## src/rtl/bypass_fifo_rr_sched_pkg.sv

```systemverilog
// Shared types and helpers for the bypass-FIFO round-robin scheduler.
// Contents:
//   sched_state_e - scheduler FSM state (SEL: arbitrate, HOLD: burst on lock_id)
//   req_id_w()    - requester index width, minimum 1 bit
//   wrap_inc()    - increment modulo n, valid for any n (power of 2 or not)
package bypass_sched_pkg;

  typedef enum logic {SEL = 1'b0, HOLD = 1'b1} sched_state_e;

  function automatic int unsigned req_id_w(input int unsigned n);
    return (n < 2) ? 1 : $clog2(n);
  endfunction

  function automatic int unsigned wrap_inc(input int unsigned v, input int unsigned n);
    return (v + 1 >= n) ? 0 : v + 1;
  endfunction

endpackage

```

## src/rtl/bypass_fifo_rr_sched_rr_pick.sv

```systemverilog
// Round-robin pick: first set bit of req, searching ptr, ptr+1, ... modulo N.
// Ports:
//   req   in  N    request vector
//   ptr   in  IDW  search start index (must be < N)
//   valid out 1    any request set
//   idx   out IDW  winning index
module rr_pick
  import bypass_sched_pkg::*;
#(
  parameter int unsigned N   = 4,
  parameter int unsigned IDW = req_id_w(N)
) (
  input  logic [N-1:0]   req,
  input  logic [IDW-1:0] ptr,
  output logic           valid,
  output logic [IDW-1:0] idx
);

  // Walk offsets from farthest to nearest so the nearest requester wins last.
  always_comb begin
    int unsigned w_j;
    valid = 1'b0;
    idx   = '0;
    w_j   = 0;
    for (int unsigned k = 0; k < N; k++) begin
      w_j = 32'(ptr) + (N - 1 - k);
      if (w_j >= N) w_j = w_j - N;
      if (req[IDW'(w_j)]) begin
        valid = 1'b1;
        idx   = IDW'(w_j);
      end
    end
  end

endmodule

```

## src/rtl/bypass_fifo_rr_sched.sv

```systemverilog
// Drains NUM_REQ bypass FIFOs onto one valid/ready output slot using
// round-robin arbitration with bursts of up to MAX_BURST pops per requester.
// Optional feature macro: BYPASS_SCHED_PUSH_EN (a push into an empty FIFO
// makes it eligible in the same cycle through the FIFO's bypass data path).
// Ports:
//   clk         in  1                clock
//   reset       in  1                synchronous, active-high
//   fifo_cnt    in  NUM_REQ*CNT_W    FIFO occupancy, slice i = FIFO i
//   fifo_data   in  NUM_REQ*WIDTH    FIFO head data, slice i = FIFO i
//   fifo_push   in  NUM_REQ          FIFO push strobes (feature macro only)
//   fifo_pop    out NUM_REQ          one-hot-or-zero pop, combinational
//   out_valid   out 1                output slot holds data
//   out_data    out WIDTH            registered popped head
//   out_req_id  out ID_W             source FIFO of out_data
//   out_ready   in  1                consumer accepts when valid && ready
module bypass_fifo_rr_sched
  import bypass_sched_pkg::*;
#(
  parameter  int unsigned NUM_REQ   = 4,
  parameter  int unsigned WIDTH     = 8,
  parameter  int unsigned DEPTH     = 8,
  parameter  int unsigned MAX_BURST = 4,
  localparam int unsigned CNT_W     = $clog2(DEPTH + 1),
  localparam int unsigned ID_W      = req_id_w(NUM_REQ)
) (
  input  logic                     clk,
  input  logic                     reset,
  input  logic [NUM_REQ*CNT_W-1:0] fifo_cnt,
  input  logic [NUM_REQ*WIDTH-1:0] fifo_data,
  input  logic [NUM_REQ-1:0]       fifo_push,
  output logic [NUM_REQ-1:0]       fifo_pop,
  output logic                     out_valid,
  output logic [WIDTH-1:0]         out_data,
  output logic [ID_W-1:0]          out_req_id,
  input  logic                     out_ready
);

  localparam int unsigned BURST_W = $clog2(MAX_BURST + 1);

  sched_state_e        r_state, w_state_nxt;
  logic [ID_W-1:0]     r_rr_ptr, w_rr_ptr_nxt;
  logic [ID_W-1:0]     r_lock_id, w_lock_id_nxt;
  logic [BURST_W-1:0]  r_burst_cnt, w_burst_cnt_nxt;

  logic [NUM_REQ-1:0]  w_req;
  logic                w_can_issue;
  logic                w_lock_req;
  logic [ID_W-1:0]     w_lock_inc;
  logic                w_sel_valid, w_rel_valid, w_pick_valid;
  logic [ID_W-1:0]     w_sel_idx, w_rel_idx, w_pick_idx;
  logic                w_grant;
  logic [ID_W-1:0]     w_gid;
  logic [WIDTH-1:0]    w_gnt_data;

  // Request vector; cnt already reflects last cycle's pop.
  always_comb begin
    w_req = '0;
    for (int unsigned i = 0; i < NUM_REQ; i++) begin
      w_req[i] = (fifo_cnt[i*CNT_W +: CNT_W] != '0);
`ifdef BYPASS_SCHED_PUSH_EN
      w_req[i] = w_req[i] | fifo_push[i];
`endif
    end
  end

`ifndef BYPASS_SCHED_PUSH_EN
  logic w_unused_push;
  assign w_unused_push = ^fifo_push;
`endif

  assign w_can_issue = !out_valid || out_ready;
  assign w_lock_req  = w_req[r_lock_id];
  assign w_lock_inc  = ID_W'(wrap_inc(32'(r_lock_id), NUM_REQ));

  // Normal arbitration from rr_ptr.
  rr_pick #(.N(NUM_REQ), .IDW(ID_W)) u_sel_pick (
    .req   (w_req),
    .ptr   (r_rr_ptr),
    .valid (w_sel_valid),
    .idx   (w_sel_idx)
  );

  // Same-cycle re-arbitration when the locked FIFO runs dry mid-burst.
  rr_pick #(.N(NUM_REQ), .IDW(ID_W)) u_rel_pick (
    .req   (w_req),
    .ptr   (w_lock_inc),
    .valid (w_rel_valid),
    .idx   (w_rel_idx)
  );

  assign w_pick_valid = (r_state == HOLD) ? w_rel_valid : w_sel_valid;
  assign w_pick_idx   = (r_state == HOLD) ? w_rel_idx   : w_sel_idx;

  // Next-state, grant and bookkeeping.
  always_comb begin
    w_state_nxt     = r_state;
    w_rr_ptr_nxt    = r_rr_ptr;
    w_lock_id_nxt   = r_lock_id;
    w_burst_cnt_nxt = r_burst_cnt;
    w_grant         = 1'b0;
    w_gid           = r_lock_id;
    if (w_can_issue) begin
      if (r_state == HOLD && w_lock_req) begin
        w_grant         = 1'b1;
        w_burst_cnt_nxt = r_burst_cnt + BURST_W'(1);
        if ((r_burst_cnt + BURST_W'(1)) == BURST_W'(MAX_BURST)) begin
          w_rr_ptr_nxt = w_lock_inc;
          w_state_nxt  = SEL;
        end
      end else begin
        // Release of an empty lock behaves exactly like SEL from lock_id+1.
        if (r_state == HOLD) begin
          w_state_nxt  = SEL;
          w_rr_ptr_nxt = w_lock_inc;
        end
        if (w_pick_valid) begin
          w_grant         = 1'b1;
          w_gid           = w_pick_idx;
          w_lock_id_nxt   = w_pick_idx;
          w_burst_cnt_nxt = BURST_W'(1);
          if (MAX_BURST == 1) begin
            w_rr_ptr_nxt = ID_W'(wrap_inc(32'(w_pick_idx), NUM_REQ));
            w_state_nxt  = SEL;
          end else begin
            w_state_nxt  = HOLD;
          end
        end
      end
    end
  end

  // Pop strobe and head-data mux for the granted FIFO.
  always_comb begin
    fifo_pop   = '0;
    w_gnt_data = '0;
    if (w_grant && !reset) fifo_pop[w_gid] = 1'b1;
    for (int unsigned i = 0; i < NUM_REQ; i++) begin
      if (ID_W'(i) == w_gid) w_gnt_data = fifo_data[i*WIDTH +: WIDTH];
    end
  end

  // State and output slot.
  always_ff @(posedge clk) begin
    if (reset) begin
      r_state     <= SEL;
      r_rr_ptr    <= '0;
      r_lock_id   <= '0;
      r_burst_cnt <= '0;
      out_valid   <= 1'b0;
      out_data    <= '0;
      out_req_id  <= '0;
    end else begin
      r_state     <= w_state_nxt;
      r_rr_ptr    <= w_rr_ptr_nxt;
      r_lock_id   <= w_lock_id_nxt;
      r_burst_cnt <= w_burst_cnt_nxt;
      if (w_grant) begin
        out_valid  <= 1'b1;
        out_data   <= w_gnt_data;
        out_req_id <= w_gid;
      end else if (out_ready) begin
        out_valid  <= 1'b0;
      end
    end
  end

`ifndef SYNTHESIS
  // Pop must be one-hot-or-zero and only target a FIFO that has a word.
  always @(posedge clk) begin
    if (!reset) begin
      assert ($onehot0(fifo_pop));
      for (int unsigned i = 0; i < NUM_REQ; i++) begin
`ifdef BYPASS_SCHED_PUSH_EN
        assert (!fifo_pop[i] || (fifo_cnt[i*CNT_W +: CNT_W] != '0) || fifo_push[i]);
`else
        assert (!fifo_pop[i] || (fifo_cnt[i*CNT_W +: CNT_W] != '0));
`endif
      end
    end
  end
`endif

endmodule

```

## config.mk

```make
export PLATFORM = sky130hd
export DESIGN_NAME = bypass_fifo_rr_sched
export DESIGN_NICKNAME = d
export VERILOG_FILES = /design/src/rtl/bypass_fifo_rr_sched_pkg.sv /design/src/rtl/bypass_fifo_rr_sched_rr_pick.sv /design/src/rtl/bypass_fifo_rr_sched.sv
export SDC_FILE = /design/constraint.sdc
export NUM_CORES = 1
export LEC_CHECK = 0
export CELL_PAD_IN_SITES_DETAIL_PLACEMENT = 0
export CELL_PAD_IN_SITES_GLOBAL_PLACEMENT = 1
export CORE_MARGIN = 2
export CORE_UTILIZATION = 25
export CTS_BUF_LIST = sky130_fd_sc_hd__clkbuf_4 sky130_fd_sc_hd__clkbuf_8 sky130_fd_sc_hd__clkbuf_16
export CTS_CLUSTER_DIAMETER = 30
export DETAILED_ROUTE_END_ITERATION = 8
export MAX_ROUTING_LAYER = met4
export PLACE_DENSITY_LB_ADDON = 0.1
export SETUP_SLACK_MARGIN = 0.3
export SYNTH_ARGS = -nofsm -noshare
export SYNTH_HDL_FRONTEND = slang
export SYNTH_SLANG_ARGS = --single-unit
export TNS_END_PERCENT = 30
```

## constraint.sdc

```tcl
create_clock -name clk -period 3.69 [get_ports clk]
set_input_delay 0.738 -clock clk [delete_from_list [all_inputs] [get_ports clk]]
set_output_delay 0.738 -clock clk [all_outputs]
set_load 0.1 [all_outputs]
```

==> reports/qor.yml <==
antenna_found_initial: 0
drc_errors: 0
cts.clk_slew.worst_paths_ns: 0.07
drt_iter0_markers: 74
synth-seq-cells: 19
power_mw: 0.811
routabilityCongestion: 0.797
synth_area_um2: 1370
multi_input_area_um2: 1060
outcome: "finished, final reports clean"
r2r_cells: 10
rsz0062_at_grt: "yes"
num_vias: 1520
final_util_pct: 47.6
end_kind: "output pin"
final_max_slew_viol_count: 0
leakage_nw: 1.04
worstMarginPinSlew_ns: 0.990
clkLatencyLatePin_ns: 0.25
cts_tree: "built"
arrival_ns: 2.74
hold_class: "flip-flop to flip-flop"
drt-pass1-iter-count: 4
synthFlopType: "dfxtp_1"
port_buffers: 65
die_w_um: 78.1
critPathKind: "input port to output pin"
yosysWarnings: 0
synth_edf_count: 0
grt_pass1_vias: 1516
num_io_pins: 70
p_per_area_nw_per_um2: 327
ant_nets: 0
avgSynthCellArea_um2: 8.80
synth_seq_area_share_pct: 27.7
drive_gt1_share_pct: 31.0
h-tree-depth: 1
layout.nets: 301
holdBufCountCts: 0
irDropWorstVdd_v: 0.000268
core_area_um2: 5200
syn-num-nets: 214
yosysUniqueCellTypes: 39
critPathMaxFanout: 3
start_util_pct: 26.4
finalWirelength_um: 4280
grt_pass1_wl_um: 7040
track_usage_pct: 14.6
ys_async_sr_fraction_pct: 0
fin_worst_skew_ns: 0.00315
synthCells: 156
antennaDiodeCount: 0
fin_crit_ns: 3.48
maxSlewHeadroom_pct: 33.8
clockBufferDepth: 2
timing.fmax_ghz: 0.288
rows: 26
grt_max_degree: 20
maxCapViolations: 0
crit_required_ns: 2.95
die-area_um2: 6100
cts-root-buf: "clkbuf_8"
viasPerCell: 4.87
period_share_pct: 94.3
die_y_um: 78.1
overflow: 0
finalSetupViolCount: 0
dp_hpwl_um: 3380
regArea_um2: 380
mostFrequentLayoutCells: "45 x clkdlybuf4s50_1, 23 x buf_4, 19 x mux2i_1, 19 x dfxtp_1, 15 x nor2_1"
critPathLaunchType: "input port"
routedWlPerCell_um: 13.7
nFillCells: 512
final_common_cell: "clkdlybuf4s50_1"
area_growth_syn_to_layout_pct: 80.5
whs_path_depth: 2
hold_viol_final: 0
numCtsBuffers: 3
cts_num_sinks: 19
path summary, 6_finish.rpt:
check                                 to                         from  slack, ns
max reg2reg     out_data[6]$_SDFFE_PP0P_      r_lock_id[0]$_SDFF_PP0_       0.85
max                          fifo_pop[0]                  fifo_cnt[4]       0.21
min reg2reg  r_burst_cnt[2]$_SDFFE_PP0P_  r_burst_cnt[2]$_SDFFE_PP0P_       0.50
min          r_burst_cnt[2]$_SDFFE_PP0P_  r_burst_cnt[2]$_SDFFE_PP0P_       0.50
critical path, cell delays in order:
cell and delay [ns]:
clkdlybuf4s15_2 0.21, or4_4 0.55, o311ai_2 0.25, a21oi_1 0.07, a211o_1 0.30, mux2_4 0.31
nor2_4 0.13, buf_12 0.18
synth_stat cells (2+ instances only):
cell type | instances | area, µm²
mux2i_1 | 20 | 200
buf_6 | 2 | 22.5
clkbuf_1 | 5 | 18.8
o221ai_1 | 10 | 87.6
or4_1 | 3 | 22.5
o21ai_0 | 4 | 20.0
buf_2 | 4 | 20.0
a21oi_1 | 10 | 50.1
ha_1 | 3 | 37.5
o211ai_1 | 4 | 30.0
nand4_1 | 2 | 12.5
nand2b_1 | 3 | 18.8
o21a_1 | 2 | 15.0
dfxtp_1 | 19 | 380
nand3_1 | 4 | 20.0
nand3b_1 | 9 | 67.6
nor2_1 | 20 | 75.1
nor4_2 | 2 | 25.0
nand2_1 | 10 | 37.5
final cells by class:
class | instances | share of cell area (%)
repair buffers | 93 | 36.4
inverters | 1 | 0.152
clock inverters | 1 | 0.202
clock buffers | 3 | 1.67
well taps | 70 | 3.54
flip-flops and latches | 19 | 15.4
multi-input cells | 125 | 42.7
sequential cells by signal, summed over array words and instances (netlist names):
| signal | count |
|---|---|
| out_data | 8 |
| out_req_id | 2 |
| out_valid | 1 |
| r_burst_cnt | 3 |
| r_lock_id | 2 |
| r_rr_ptr | 2 |
| r_state | 1 |
kinds of logic (layout without fill, tap and decap cells):
| family | after synthesis | after routing | synth area share (%) |
|---|---|---|---|
| buf+inv | 12 | 98 | 4.74 |
| xor+xnor | 1 | 1 | 0.638 |
| compound gates | 40 | 40 | 22.5 |
| mux | 22 | 22 | 17.3 |
| fa+ha+maj | 3 | 3 | 2.74 |
| flops | 19 | 19 | 27.7 |
| simple gates | 59 | 59 | 24.3 |
layer usage:
metal / share of wire (%) / GRT usage [%]
met4: 0.37 / 1.75
met1: 42 / 18.3
met5: 0 / -
met3: 5.4 / 3.33
met2: 52 / 24.8
report_power, final:
| group | internal [mW] | switching [mW] | leakage [nW] |
|---|---|---|---|
| Sequential | 0.227 | 0.0190 | 0.157 |
| Combinational | 0.166 | 0.253 | 0.855 |
| Clock | 0.0750 | 0.0708 | 0.0255 |
what timing repair did:
item	4_1_cts	5_1_grt
buffers inserted	9	0
gates cloned	0	0
setup endpoints to repair	4	4
resized for setup	57	10
pin swaps	17	10
metrics by stage:
| step | area (µm²) | hold slack [ns] | cells | setup slack (ns) | TNS, ns |
|---|---|---|---|---|---|
| 2_1_floorplan | 1430 | 0.469 | 156 | 0.0716 | 0 |
| 3_3_place_gp | 2300 | 0.478 | 299 | -0.154 | -0.601 |
| 3_5_place_dp | 2300 | 0.490 | 299 | -0.184 | -0.719 |
| 4_1_cts | 2450 | 0.504 | 312 | 0.173 | 0 |
| 5_1_grt | 2480 | 0.518 | 312 | 0.118 | 0 |
| 6_report | 2480 | 0.499 | 312 | 0.212 | 0 |
Power figures use the tool's default switching activity.
